==> src/rtl/fluxo_dados_rodadas.sv <==
// Round engine for the MindFocus game: LFSR target draw, release/press/timeout wait, scoring.
// Optional macro SEM_REPETICAO_EN rejects a target equal to the previous round's target.
module fluxo_dados_rodadas #(
    parameter int N_BOTOES = 4,
    parameter int RODADAS  = 3,
    parameter int TIMEOUT  = 50000,
    parameter int IW       = $clog2(N_BOTOES),
    parameter int CW       = $clog2(RODADAS + 1)
) (
    input  logic                clock,
    input  logic                reset,
    input  logic                iniciar,
    input  logic [N_BOTOES-1:0] botoes,
    output logic [N_BOTOES-1:0] alvo,
    output logic                alvo_valido,
    output logic [CW-1:0]       rodada,
    output logic [CW-1:0]       acertos,
    output logic [CW-1:0]       erros,
    output logic [CW-1:0]       timeouts,
    output logic                jogada_feita,
    output logic                acerto_pulso,
    output logic                pronto,
    output logic [2:0]          db_estado,
    output logic [15:0]         db_lfsr
);

    localparam int          TW    = $clog2(TIMEOUT);
    localparam logic [15:0] TAPS  = 16'hB400;
    localparam logic [IW:0] N_LIM = (IW + 1)'(N_BOTOES);

    typedef enum logic [2:0] {
        OCIOSO        = 3'd0,
        SORTEIA       = 3'd1,
        ESPERA_SOLTA  = 3'd2,
        ESPERA_JOGADA = 3'd3,
        AVALIA        = 3'd4,
        FIM           = 3'd5
    } estado_t;

    estado_t               estado_reg, estado_next;
    logic [15:0]           livre_reg;
    logic [15:0]           lfsr_reg;
    logic [N_BOTOES-1:0]   botoes_reg;
    logic [N_BOTOES-1:0]   alvo_reg;
    logic [N_BOTOES-1:0]   jogada_reg;
    logic                  tipo_press_reg;
    logic [TW-1:0]         tempo_reg;
    logic [CW-1:0]         rodada_reg, acertos_reg, erros_reg, timeouts_reg;

    // Strobes from the FSM to the datapath
    logic carrega_semente, avanca_lfsr, aceita, limpa_tempo, conta_tempo;
    logic captura_jogada, marca_timeout, pontua;

    logic [15:0]         lfsr_passo;
    logic [15:0]         semente;
    logic [IW-1:0]       cand;
    logic [N_BOTOES-1:0] cand_onehot;
    logic                cand_no_intervalo;
    logic                cand_ok;
    logic                acerto_jogada;
    logic [CW-1:0]       rodada_inc;

    assign lfsr_passo        = {1'b0, lfsr_reg[15:1]} ^ (lfsr_reg[0] ? TAPS : 16'h0000);
    assign semente           = (livre_reg == 16'h0000) ? 16'h0001 : livre_reg;
    assign cand              = lfsr_passo[IW-1:0];
    assign cand_no_intervalo = {1'b0, cand} < N_LIM;
    assign acerto_jogada     = (jogada_reg == alvo_reg);
    assign rodada_inc        = rodada_reg + CW'(1);

`ifdef SEM_REPETICAO_EN
    logic [IW-1:0] ant_reg;
    logic          repete;
    // The first round of a game has no previous target to compare against
    assign repete  = (N_BOTOES > 1) && (rodada_reg != '0) && (cand == ant_reg);
    assign cand_ok = cand_no_intervalo && !repete;
`else
    assign cand_ok = cand_no_intervalo;
`endif

    genvar gi;
    generate
        for (gi = 0; gi < N_BOTOES; gi++) begin : g_dec_alvo
            assign cand_onehot[gi] = (cand == IW'(gi));
        end
    endgenerate

    always_comb begin
        estado_next     = estado_reg;
        carrega_semente = 1'b0;
        avanca_lfsr     = 1'b0;
        aceita          = 1'b0;
        limpa_tempo     = 1'b0;
        conta_tempo     = 1'b0;
        captura_jogada  = 1'b0;
        marca_timeout   = 1'b0;
        pontua          = 1'b0;
        case (estado_reg)
            OCIOSO, FIM: begin
                if (iniciar) begin
                    carrega_semente = 1'b1;
                    estado_next     = SORTEIA;
                end
            end
            SORTEIA: begin
                avanca_lfsr = 1'b1;
                if (cand_ok) begin
                    aceita      = 1'b1;
                    estado_next = ESPERA_SOLTA;
                end
            end
            ESPERA_SOLTA: begin
                if (botoes_reg == '0) begin
                    limpa_tempo = 1'b1;
                    estado_next = ESPERA_JOGADA;
                end
            end
            ESPERA_JOGADA: begin
                conta_tempo = 1'b1;
                // A press in the final timeout cycle still counts as a press
                if (botoes_reg != '0) begin
                    captura_jogada = 1'b1;
                    estado_next    = AVALIA;
                end else if (tempo_reg == TW'(TIMEOUT - 1)) begin
                    marca_timeout = 1'b1;
                    estado_next   = AVALIA;
                end
            end
            AVALIA: begin
                pontua      = 1'b1;
                estado_next = (rodada_inc == CW'(RODADAS)) ? FIM : SORTEIA;
            end
            default: estado_next = OCIOSO;
        endcase
    end

    always_ff @(posedge clock) begin
        if (reset) begin
            estado_reg     <= OCIOSO;
            livre_reg      <= '0;
            lfsr_reg       <= '0;
            botoes_reg     <= '0;
            alvo_reg       <= '0;
            jogada_reg     <= '0;
            tipo_press_reg <= 1'b0;
            tempo_reg      <= '0;
            rodada_reg     <= '0;
            acertos_reg    <= '0;
            erros_reg      <= '0;
            timeouts_reg   <= '0;
`ifdef SEM_REPETICAO_EN
            ant_reg        <= '0;
`endif
        end else begin
            estado_reg <= estado_next;
            livre_reg  <= livre_reg + 16'd1;
            botoes_reg <= botoes;

            if (carrega_semente) begin
                lfsr_reg     <= semente;
                rodada_reg   <= '0;
                acertos_reg  <= '0;
                erros_reg    <= '0;
                timeouts_reg <= '0;
            end else if (avanca_lfsr) begin
                lfsr_reg <= lfsr_passo;
            end

            if (aceita) begin
                alvo_reg <= cand_onehot;
`ifdef SEM_REPETICAO_EN
                ant_reg  <= cand;
`endif
            end

            if (limpa_tempo) begin
                tempo_reg <= '0;
            end else if (conta_tempo) begin
                tempo_reg <= tempo_reg + TW'(1);
            end

            if (captura_jogada) begin
                jogada_reg     <= botoes_reg;
                tipo_press_reg <= 1'b1;
            end else if (marca_timeout) begin
                tipo_press_reg <= 1'b0;
            end

            if (pontua) begin
                rodada_reg <= rodada_inc;
                if (!tipo_press_reg) begin
                    timeouts_reg <= timeouts_reg + CW'(1);
                end else if (acerto_jogada) begin
                    acertos_reg <= acertos_reg + CW'(1);
                end else begin
                    erros_reg <= erros_reg + CW'(1);
                end
            end
        end
    end

    assign alvo_valido  = (estado_reg == ESPERA_SOLTA) || (estado_reg == ESPERA_JOGADA);
    assign alvo         = alvo_valido ? alvo_reg : '0;
    assign jogada_feita = (estado_reg == AVALIA) && tipo_press_reg;
    assign acerto_pulso = jogada_feita && acerto_jogada;
    assign pronto       = (estado_reg == FIM);
    assign rodada       = rodada_reg;
    assign acertos      = acertos_reg;
    assign erros        = erros_reg;
    assign timeouts     = timeouts_reg;
    assign db_estado    = estado_reg;
    assign db_lfsr      = lfsr_reg;

endmodule
==> config.mk <==
export PLATFORM = sky130hd
export DESIGN_NAME = fluxo_dados_rodadas
export DESIGN_NICKNAME = d
export VERILOG_FILES = /design/src/rtl/fluxo_dados_rodadas.sv
export SDC_FILE = /design/constraint.sdc
export NUM_CORES = 1
export LEC_CHECK = 0
export BUFFER_PORTS_ARGS = -buffer_cell sky130_fd_sc_hd__buf_4
export CORE_MARGIN = 2
export CORE_UTILIZATION = 64
export CTS_BUF_LIST = sky130_fd_sc_hd__clkbuf_4
export DETAILED_ROUTE_END_ITERATION = 10
export GPL_ROUTABILITY_DRIVEN = 0
export PLACE_DENSITY = 0.94
export SYNTH_ARGS = -nofsm -noshare
export SYNTH_HDL_FRONTEND = slang
export SYNTH_SLANG_ARGS = --single-unit
==> constraint.sdc <==
create_clock -name clock -period 4.65 [get_ports clock]
set_input_delay 0.465 -clock clock [delete_from_list [all_inputs] [get_ports clock]]
set_output_delay 0.465 -clock clock [all_outputs]
set_load 0.01 [all_outputs]
==> Word level (Yosys, flattened, before mapping) <==
Cells that the tools add are included.
W data, S select, Z words.
{ "word_totals": {"reg_bits": 72, "latchBits": 0, "ram_bits": 0, "romBits": 0, "in_bits": 7, "output_inout_bits": 35, "word_cells": 85, "memories": 0} }
{ "classes": {"add_sub_neg": 6, "n_mul": 0, "n_div": 0, "n_lt_le_gt_ge": 0, "n_eq_ne": 14, "n_shift": 0, "muxes": 38, "bitwise_logic": 1, "reduce_logical": 14} }
{ "op_table": {"columns": ["operator", "n"], "rows": [
  ["$mux W16", 4],
  ["$add A16 B1 Y16 const B", 2],
  ["$mux W2", 13],
  ["$eq A16 B16 Y1 const B", 1],
  ["$logic_not A16 Y1", 1],
  ["$xor A15 B16 Y16", 1],
  ["$mux W3", 5],
  ["$pmux W3 S5", 1],
  ["$mux W1", 14],
  ["$add A2 B1 Y2 const B", 4],
  ["$eq A2 B2 Y1 const B", 3],
  ["$eq A3 B2 Y1 const B", 2],
  ["$eq A3 B3 Y1 const B", 2],
  ["$reduce_bool A2 Y1", 3],
  ["$eq A4 B4 Y1", 1],
  ["$logic_not A4 Y1", 1],
  ["$mux W4", 1],
  ["$ne A2 B2 Y1 const B", 2],
  ["$reduce_bool A4 Y1", 1],
  ["$reduce_or A2 Y1", 2],
  ["$eq A3 B1 Y1 const B", 1],
  ["$logic_not A3 Y1", 1],
  ["$ne A3 B3 Y1 const B", 1],
  ["$reduce_and A3 Y1", 1],
  ["4 further kinds", 5]
]} }

==> Longest topological paths before layout <==
Gate-level depths: netlist (run 1).
{ "logic_depth": {"depth_word": 7, "depth_mapped": 6, "ltp_nobuf": 6} }

==> Worst setup path after synthesis (run 1) <==
No wires, ideal clock.
{ "synth_timing": {"kind": "flip-flop to flip-flop", "from": "register estado_reg[2], in the netlist db_estado[2]", "to": "register acertos_reg[0], in the netlist acertos[0]", "setup_time_ns": 0.121, "arrival_time_ns": 1.537, "required_ns": 4.529, "path_slack_ns": 2.992, "stages_incl_launch_ff": 6, "n_path_buf": 1, "period_less_slack_ns": 1.658, "cell_sequence": "dfxtp_1 buf_2 nor3b_2 nand2_1 nor2_1 mux2_2"} }
{ "synth_via": {"elab_chain_cells": 7, "elab_cells_between_ends": 10, "classes_between": "2 x eq/ne; 6 x mux; 2 x reduce/logical"} }
{ "synth_lines": {"columns": ["element", "line", "rtl"], "rows": [
  ["start: declaration", "40", "estado_t estado_reg, estado_next;"],
  ["start signal: assignment", "154", "estado_reg <= estado_next;"],
  ["$eq A3 B3 Y1 / $logic_not A3 Y1 (equally long branches)", "97", "case (estado_reg)"],
  ["$reduce_or A2 Y1", "97", null],
  ["$mux W1", "97", null],
  ["$mux W2", "158", "if (carrega_semente) begin"],
  ["$mux W2", "192", "end else if (acerto_jogada) begin"],
  ["$mux W2", "190", "if (!tipo_press_reg) begin"],
  ["$mux W2 (*)", "188", "if (pontua) begin"],
  ["end signal: assignment", "193", "acertos_reg <= acertos_reg + CW'(1);"],
  ["end: declaration", "48", "logic [CW-1:0] rodada_reg, acertos_reg, erros_reg, timeouts_reg;"]
]} }
Every way passes the cells marked *; elsewhere a longest branch is shown, timed or not.
A chain may end at the register's enable or synchronous reset.

==> Final worst setup path (run 1) <==
{ "layout_timing": {"from": "register estado_reg[2], in the netlist db_estado[2]", "to": "output acerto_pulso"} }
{ "layout_via": {"elab_chain_cells": 3} }
{ "layout_lines": {"columns": ["element", "line", "rtl"], "rows": [
  ["$eq A3 B3 Y1", "203", "assign jogada_feita = (estado_reg == AVALIA) && tipo_press_reg;"],
  ["$logic_and A1 B1 Y1", "203", null],
  ["$logic_and A1 B1 Y1", "204", "assign acerto_pulso = jogada_feita && acerto_jogada;"],
  ["end: declaration", "21", "output logic acerto_pulso,"]
]} }
Every way passes these cells.

==> key figures, run 1 <==
Routing
  • Vias/cell: 6.03
  • WL per Instance: 14.4 um
  • DR iter-0 viols: 409
  • WL final: 7050 um
  • Max layer used: met4
  • Initial DRT Pass Iterations: 5
  • Drt drc: 0
  • Total vias in the final route: 2942
  • WL met2: 3200 um
  • M1 wire length: 3180 um
  • Antenna Nets Post-Route: 0
  • Met3 routed wirelength: 518 um

Worst hold path
  • Hold Path Cell Cnt: 2
  • Hold Path Class: in2reg
  • Hold path startpoint: botoes[2]
  • Hold path endpoint: botoes_reg[2]

Cells and area
  • Nets@finish: 427
  • Layout cells sized above 1: 15.0%
  • Final Cell Area: 3680 sq um
  • Fill count: 358
  • Area growth, synth to finish: 12.9%
  • Number of diodes: 0

Setup path
  • Worst reg-to-reg path cell count: 4
  • R2r endpoint: db_lfsr[0]
  • Critical path class: reg2out
  • CP max FO: 15
  • Reg-to-reg slack, setup: 2.50 ns
  • Worst setup SP type: flop
  • Worst R2R Start: db_estado[0]
  • Critical Path RT: 4.18 ns
  • Worst setup EP type: output pin
  • Worst Path Arrival: 1.86 ns

STA
  • Final Hold Viols: 0
  • Final period util: 50.1%
  • Final slew viol count: 0
  • Achievable frequency: 430 MHz
  • Hold slack: 0.252 ns
  • Unrepaired setup endpoints after global routing: false
  • Final Critical Period: 2.33 ns
  • Slew HR: 41.4%
  • Worst-margin pin slew: 0.871 ns
  • Setup_tns: 0 ns
  • Finish-stage setup viols: 0
  • Final Skew: 0.00770 ns

GRT
  • Total GRT Usage: 27.2%
  • Total gr overflow: 0
  • Initial antenna violation count: 0
  • Pin count of the biggest net entering global routing: 61
  • Vias in the first global route: 2620
  • First-pass GRT wire length: 11900 um

Logic synthesis
  • Primary FF master, synth: dfxtp_1
  • Area contributors post-synth: dfxtp_1 44%, nor2_1 5.3%, xnor2_1 5.1%, a21oi_1 3.7%, nand2_1 3.5%
  • Share of the synthesized area in the top cell type: 44.2%
  • Cell area after synthesis: 3260 sq um
  • Netlist cell types: 52
  • Warnings, synthesis: 0
  • Synthesized area per cell: 8.45 sq um
  • Largest area contributor in the netlist: dfxtp_1
  • Syn_nets: 397
  • Seq cells post-synth: 72
  • Register area share after synthesis: 44.2%
  • Mapped Cells: 386
  • Asr flop ratio synth: 0%
  • EDFF count, synth: 0

CTS
  • Clock slew at reported path FFs: 0.11 ns
  • CTS tree: done
  • TritonCTS buffer count: 9
  • # clock sinks: 72
  • Htree depth: 3
  • Setup bufs post-CTS: 0
  • Resized cells post-CTS: 0
  • Root Buffer: clkbuf_4
  • Clock Latency Late Sink: 0.42 ns
  • Clock tree buffer depth: 2
  • # hold bufs at CTS: 0

Floorplanning
  • Ports: 42
  • Core Box Area: 4820 sq um
  • Initial Util: 67.7%
  • Row cnt: 25
  • Die Y: 75.4 um
  • Die Width: 75.4 um
  • Die footprint: 5690 sq um

Placement
  • Placed cell area: 3560 sq um
  • Detail Placement HPWL: 4920 um
  • PortBufs: 41

Power and ir drop
  • VDD IR max: 0.260 mV
  • Leakage: 1.36 nW
  • Power per Cell Area: 321 nW/um^2

Flow run
  • Max Cap Viol: 0

Status
  • Status: finished, final reports clean
synthesized netlist by cell type, types with 2 or more instances:
master / number
nor4b_1: 4
inv_1: 15
clkbuf_1: 12
a22oi_1: 7
nand2b_1: 3
xor2_1: 9
or4_1: 4
o21ai_0: 8
nand4_1: 9
nand2_1: 30
or3b_2: 2
buf_1: 3
nor3_1: 20
dfxtp_1: 72
and2_1: 5
a311oi_1: 4
a21oi_1: 24
or2_2: 2
buf_2: 6
nor3b_2: 2
and3_1: 4
nand3b_1: 3
or3_1: 5
o31ai_1: 3
nor4_1: 9
mux2i_1: 2
a31oi_1: 2
ha_1: 4
nor2_1: 46
nor2b_1: 5
xnor2_1: 19
nand3_1: 14
o22ai_1: 10
critical path: stages, from the launching register on:
cell and delay [ns]:
dfxtp_1 0.60, nor3b_2 0.33, nand2_1 0.16, nor2_1 0.20
buf_4 0.16
how the worst max path moves through the flow:
stage                 startpoint           end  depth (start not counted)
finish              db_estado[2]  acerto_pulso                          4
floorplan           db_estado[2]    acertos[0]                          5
CTS                 db_estado[2]  acerto_pulso                          4
global route        db_estado[2]  acerto_pulso                          4
detailed placement  db_estado[0]    db_lfsr[0]                          4
global placement    db_estado[0]    db_lfsr[0]                          4
stage by stage:
step	util [%]	power (W)	cells	worst slack (ns)
after floorplan	-	0.000781	386	2.99
final	76.5	0.00118	488	2.32
after detailed placement	74.0	0.000834	472	2.56
after CTS	76.5	0.00118	488	2.34
after global placement	74.0	0.000828	472	2.65
after global routing	76.5	0.00123	488	2.17
kinds of logic after synthesis:
group,count (synthesis),share of synthesized area (%)
AO/OA/AOI/OAI,66,12.7
flip-flops,72,44.2
XOR/XNOR,28,7.52
multiplexers,3,0.959
buffers and inverters,37,4.52
adder cells (fa/ha/maj),4,1.53
AND/OR/NAND/NOR,176,28.6
routing by layer:
| metal | global-route usage [%] | vias up |
|---|---|---|
| met5 | 0 | - |
| met4 | 14.4 | 0 |
| met3 | 4.23 | 18 |
| met2 | 40.8 | 131 |
| met1 | 38.0 | 1361 |
| li1 | - | 1432 |
layout make-up:
| cell class | count | area, sq um | share of cell area, % |
|---|---|---|---|
| Clock inverter | 7 | 52.6 | 1.43 |
| Inverter | 15 | 56.3 | 1.53 |
| Clock buffer | 9 | 67.6 | 1.83 |
| Timing Repair Buffer | 41 | 308 | 8.36 |
| Tap cell | 67 | 83.8 | 2.28 |
| Multi-Input combinational cell | 277 | 1670 | 45.4 |
| Sequential cell | 72 | 1440 | 39.1 |
power breakdown:
group | internal (W) | switching (W) | total (W)
Combinational | 0.0000641 | 0.0000867 | 0.000151
Sequential | 0.000641 | 0.0000308 | 0.000672
Clock | 0.000154 | 0.000205 | 0.000359
cell usage in the layout, fill, tap and decap left out, types with 10 or more instances in the layout:
master | netlist | routed
nand2_1 | 30 | 30
a21oi_1 | 24 | 24
nand3_1 | 14 | 14
inv_1 | 15 | 15
xnor2_1 | 19 | 19
dfxtp_1 | 72 | 72
nor3_1 | 20 | 20
o22ai_1 | 10 | 10
nor2_1 | 46 | 46
buf_4 | 0 | 41
Power figures use the tool's default switching activity.
==> run 2: changes to the inputs <==
- CORE_UTILIZATION: 64 -> 54
- PLACE_DENSITY: 0.94 -> 0.85
- clock period: 4.65 -> 2 ns (I/O delays scaled with it)
==> run 2 against run 1 <==
Setup slack worse by 2.2 ns. Die area up 17%. Design area up 3.8%. First-iteration DRC count down 62%. Clock skew up 0.0047 ns. Clock power up 140%. Cell count up 4.3%. Via count down 3.0%. Worst hold slack worse by 0.23 ns. Sequential share of layout area down 1.4 points. Critical endpoint unchanged. Largest power group unchanged.
==> key figures, run 2 (synthesis results as in run 1) <==
Placement
  • Detail Placement HPWL: 5060 um (was 4920 um)
  • Setup WS pre-CTS: 0.222 ns (was 2.56 ns)
  • PortBufs: 41 (unchanged)

STA
  • Final Skew: 0.0124 ns (was 0.00770 ns)
  • Final worst slack: 0.157 ns (was 2.32 ns)
  • Worst-margin pin slew: 0.554 ns (was 0.871 ns)
  • Hold slack: 0.0263 ns (was 0.252 ns)
  • Final slew viol count: 0 (unchanged)
  • Slew HR: 62.6% (was 41.4%)
  • Final Critical Period: 1.84 ns
  • Finish-stage setup viols: 0 (unchanged)
  • Final Hold Viols: 0 (unchanged)
  • Unrepaired setup endpoints after global routing: false (unchanged)
  • Setup_tns: 0 ns (unchanged)
  • Final period util: 92.1%
  • Achievable frequency: 543 MHz

Routing
  • Antenna Nets Post-Route: 0 (unchanged)
  • Drt drc: 0 (unchanged)
  • WL met2: 3280 um (was 3200 um)
  • Initial DRT Pass Iterations: 4 (was 5)
  • M1 wire length: 3460 um (was 3180 um)
  • Total vias in the final route: 2855 (was 2942)
  • DR iter-0 viols: 154 (was 409)
  • Met3 routed wirelength: 347 um (was 518 um)
  • Max layer used: met4 (unchanged)
  • Vias/cell: 5.61 (was 6.03)
  • WL final: 7200 um (was 7050 um)
  • WL per Instance: 14.2 um (was 14.4 um)

Power and ir drop
  • Clk pwr share: 30.5% (was 30.4%)
  • Net load switching power: 0.000768 W (was 0.000323 W)
  • Sequential power share: 55.3% (was 56.9%)
  • VDD IR max: 0.463 mV (was 0.260 mV)
  • Logic pwr share: 14.1% (was 12.8%)
  • Power Internal: 0.00205 W (was 0.000858 W)
  • Power per Cell Area: 736 nW/um^2 (was 321 nW/um^2)
  • Switching Share: 27.3% (about the same)
  • Leakage: 1.43 nW (was 1.36 nW)

Setup path
  • Worst Path Arrival: 1.64 ns (was 1.86 ns)
  • Critical path's slowest cell: dfxtp_1 (unchanged)
  • CP max FO: 10 (was 15)
  • Worst setup SP type: flop (unchanged)
  • Most common cell on crit path: buf_4
  • Crit-path cells: buf_4, nor3b_4, nand2_2, nor2_2, buf_4 (was nor3b_2, nand2_1, nor2_1, buf_4)
  • CP delay by family, top: simple AND/OR/NAND/NOR gates (unchanged)
  • CP bufs+invs: 2 (was 1)
  • Worst setup EP type: output pin (unchanged)
  • Critical path class: reg2out (unchanged)
  • Largest stage delay, worst path: 0.40 ns (was 0.60 ns)
  • Critical Path RT: 1.80 ns (was 4.18 ns)

GRT
  • Total GRT Usage: 22.9% (was 27.2%)
  • Total gr overflow: 0 (unchanged)
  • First-pass GRT wire length: 11900 um (about the same)
  • Vias in the first global route: 2540 (was 2620)
  • Initial antenna violation count: 0 (unchanged)
  • Pin count of the biggest net entering global routing: 40 (was 61)

Flow run
  • Max Cap Viol: 0 (unchanged)

CTS
  • Htree depth: 3 (unchanged)
  • Clock Latency Late Sink: 0.41 ns (was 0.42 ns)
  • Clock slew at reported path FFs: 0.11 ns (about the same)
  • CTS tree: done (unchanged)
  • TritonCTS buffer count: 9 (unchanged)
  • Clock tree buffer depth: 2 (unchanged)
  • # clock sinks: 72 (unchanged)
  • Root Buffer: clkbuf_4 (unchanged)

Cells and area
  • Most common cell after layout, fill and taps aside: dfxtp_1 (unchanged)
  • Fill count: 503 (was 358)
  • Nets@finish: 440 (was 427)
  • Most frequent cells in the layout: 70 x dfxtp_1, 51 x buf_4, 44 x nor2_1 (was 72 x dfxtp_1, 46 x nor2_1, 41 x buf_4)
  • Area growth, synth to finish: 17.2% (was 12.9%)
  • Final Util: 65.0% (was 76.5%)
  • Layout cells sized above 1: 18.4% (was 15.0%)
  • Number of diodes: 0 (unchanged)

Floorplanning
  • Die Y: 81.7 um (was 75.4 um)
  • Core Box Area: 5890 sq um (was 4820 sq um)
  • Row cnt: 28 (was 25)
  • Die Width: 81.7 um (was 75.4 um)
  • Initial Util: 55.4% (was 67.7%)
  • Die footprint: 6680 sq um (was 5690 sq um)
  • Ports: 42 (unchanged)

Status
  • Status: finished, final reports clean (unchanged)

Worst hold path
  • Hold Path Class: in2reg (unchanged)
==> run 2: cell types whose count changed in the layout (fill, tap and decap cells not counted), sizes merged <==
| cell | before | now |
|---|---|---|
| buf | 41 | 51 |
| dlygate4sd3 | 0 | 3 |
| clkbuf | 9 | 10 |
| clkinv | 6 | 5 |
==> run 2: worst register-to-register path, delay by kind of cell, from the launching register on <==
family             cells  cell delay, ns
and+or+nand+nor        3            1.04
AOI/OAI and AO/OA      1            0.17
DFF                    1            0.49
==> run 2: layer usage <==
metal / track usage [%] / up-vias
met5: 0 / -
met4: 7.83 / 0
li1: - / 1450
met1: 30.0 / 1335
met2: 36.4 / 58
met3: 6.48 / 12
==> run 2: repair_timing <==
item / 4_1_cts / 5_1_grt
buffers inserted: 0 / 1
gates resized for setup: 2 / 5
pin swaps: 0 / 1
endpoints found under the hold margin: 3 / 0
hold buffers: 3 / 0
setup endpoints to repair: 5 / 6
==> run 2: area by class of cell <==
type	count	area (sq um)	area share [%]
multi-input cells	277	1690	44.3
flip-flops and latches	72	1440	37.7
repair buffers	54	413	10.8
well taps	75	93.8	2.45
clock buffers	10	75.1	1.96
inverters	15	56.3	1.47
clock inverters	6	50.0	1.31
==> run 2: path summary, 6_finish.rpt <==
path	start	cells after the start	endpoint	slack, ns
max reg2reg	db_estado[0]	4	tempo_reg[15]	0.23
min reg2reg	livre_reg[0]	1	livre_reg[0]	0.49
min	botoes[3]	2	botoes_reg[3]	0.03
max	db_estado[0]	5	acerto_pulso	0.16
==> run 2: metrics by stage <==
step                cell area [sq um]  total power [W]  instances
global placement                 3640          0.00195        489
global route                     3820          0.00293        509
finish                           3820          0.00281        509
floorplan                        3260          0.00182        386
CTS                              3800          0.00282        508
detailed placement               3640          0.00197        489
==> run 2: power groups by stage <==
stage | logic, W | registers [W] | clock network (W)
global placement | 0.000369 | 0.00158 | 0
finish | 0.000398 | 0.00156 | 0.000859
floorplan | 0.000232 | 0.00158 | 0
CTS | 0.000388 | 0.00156 | 0.000874
global route | 0.000436 | 0.00157 | 0.000927
detailed placement | 0.000381 | 0.00159 | 0
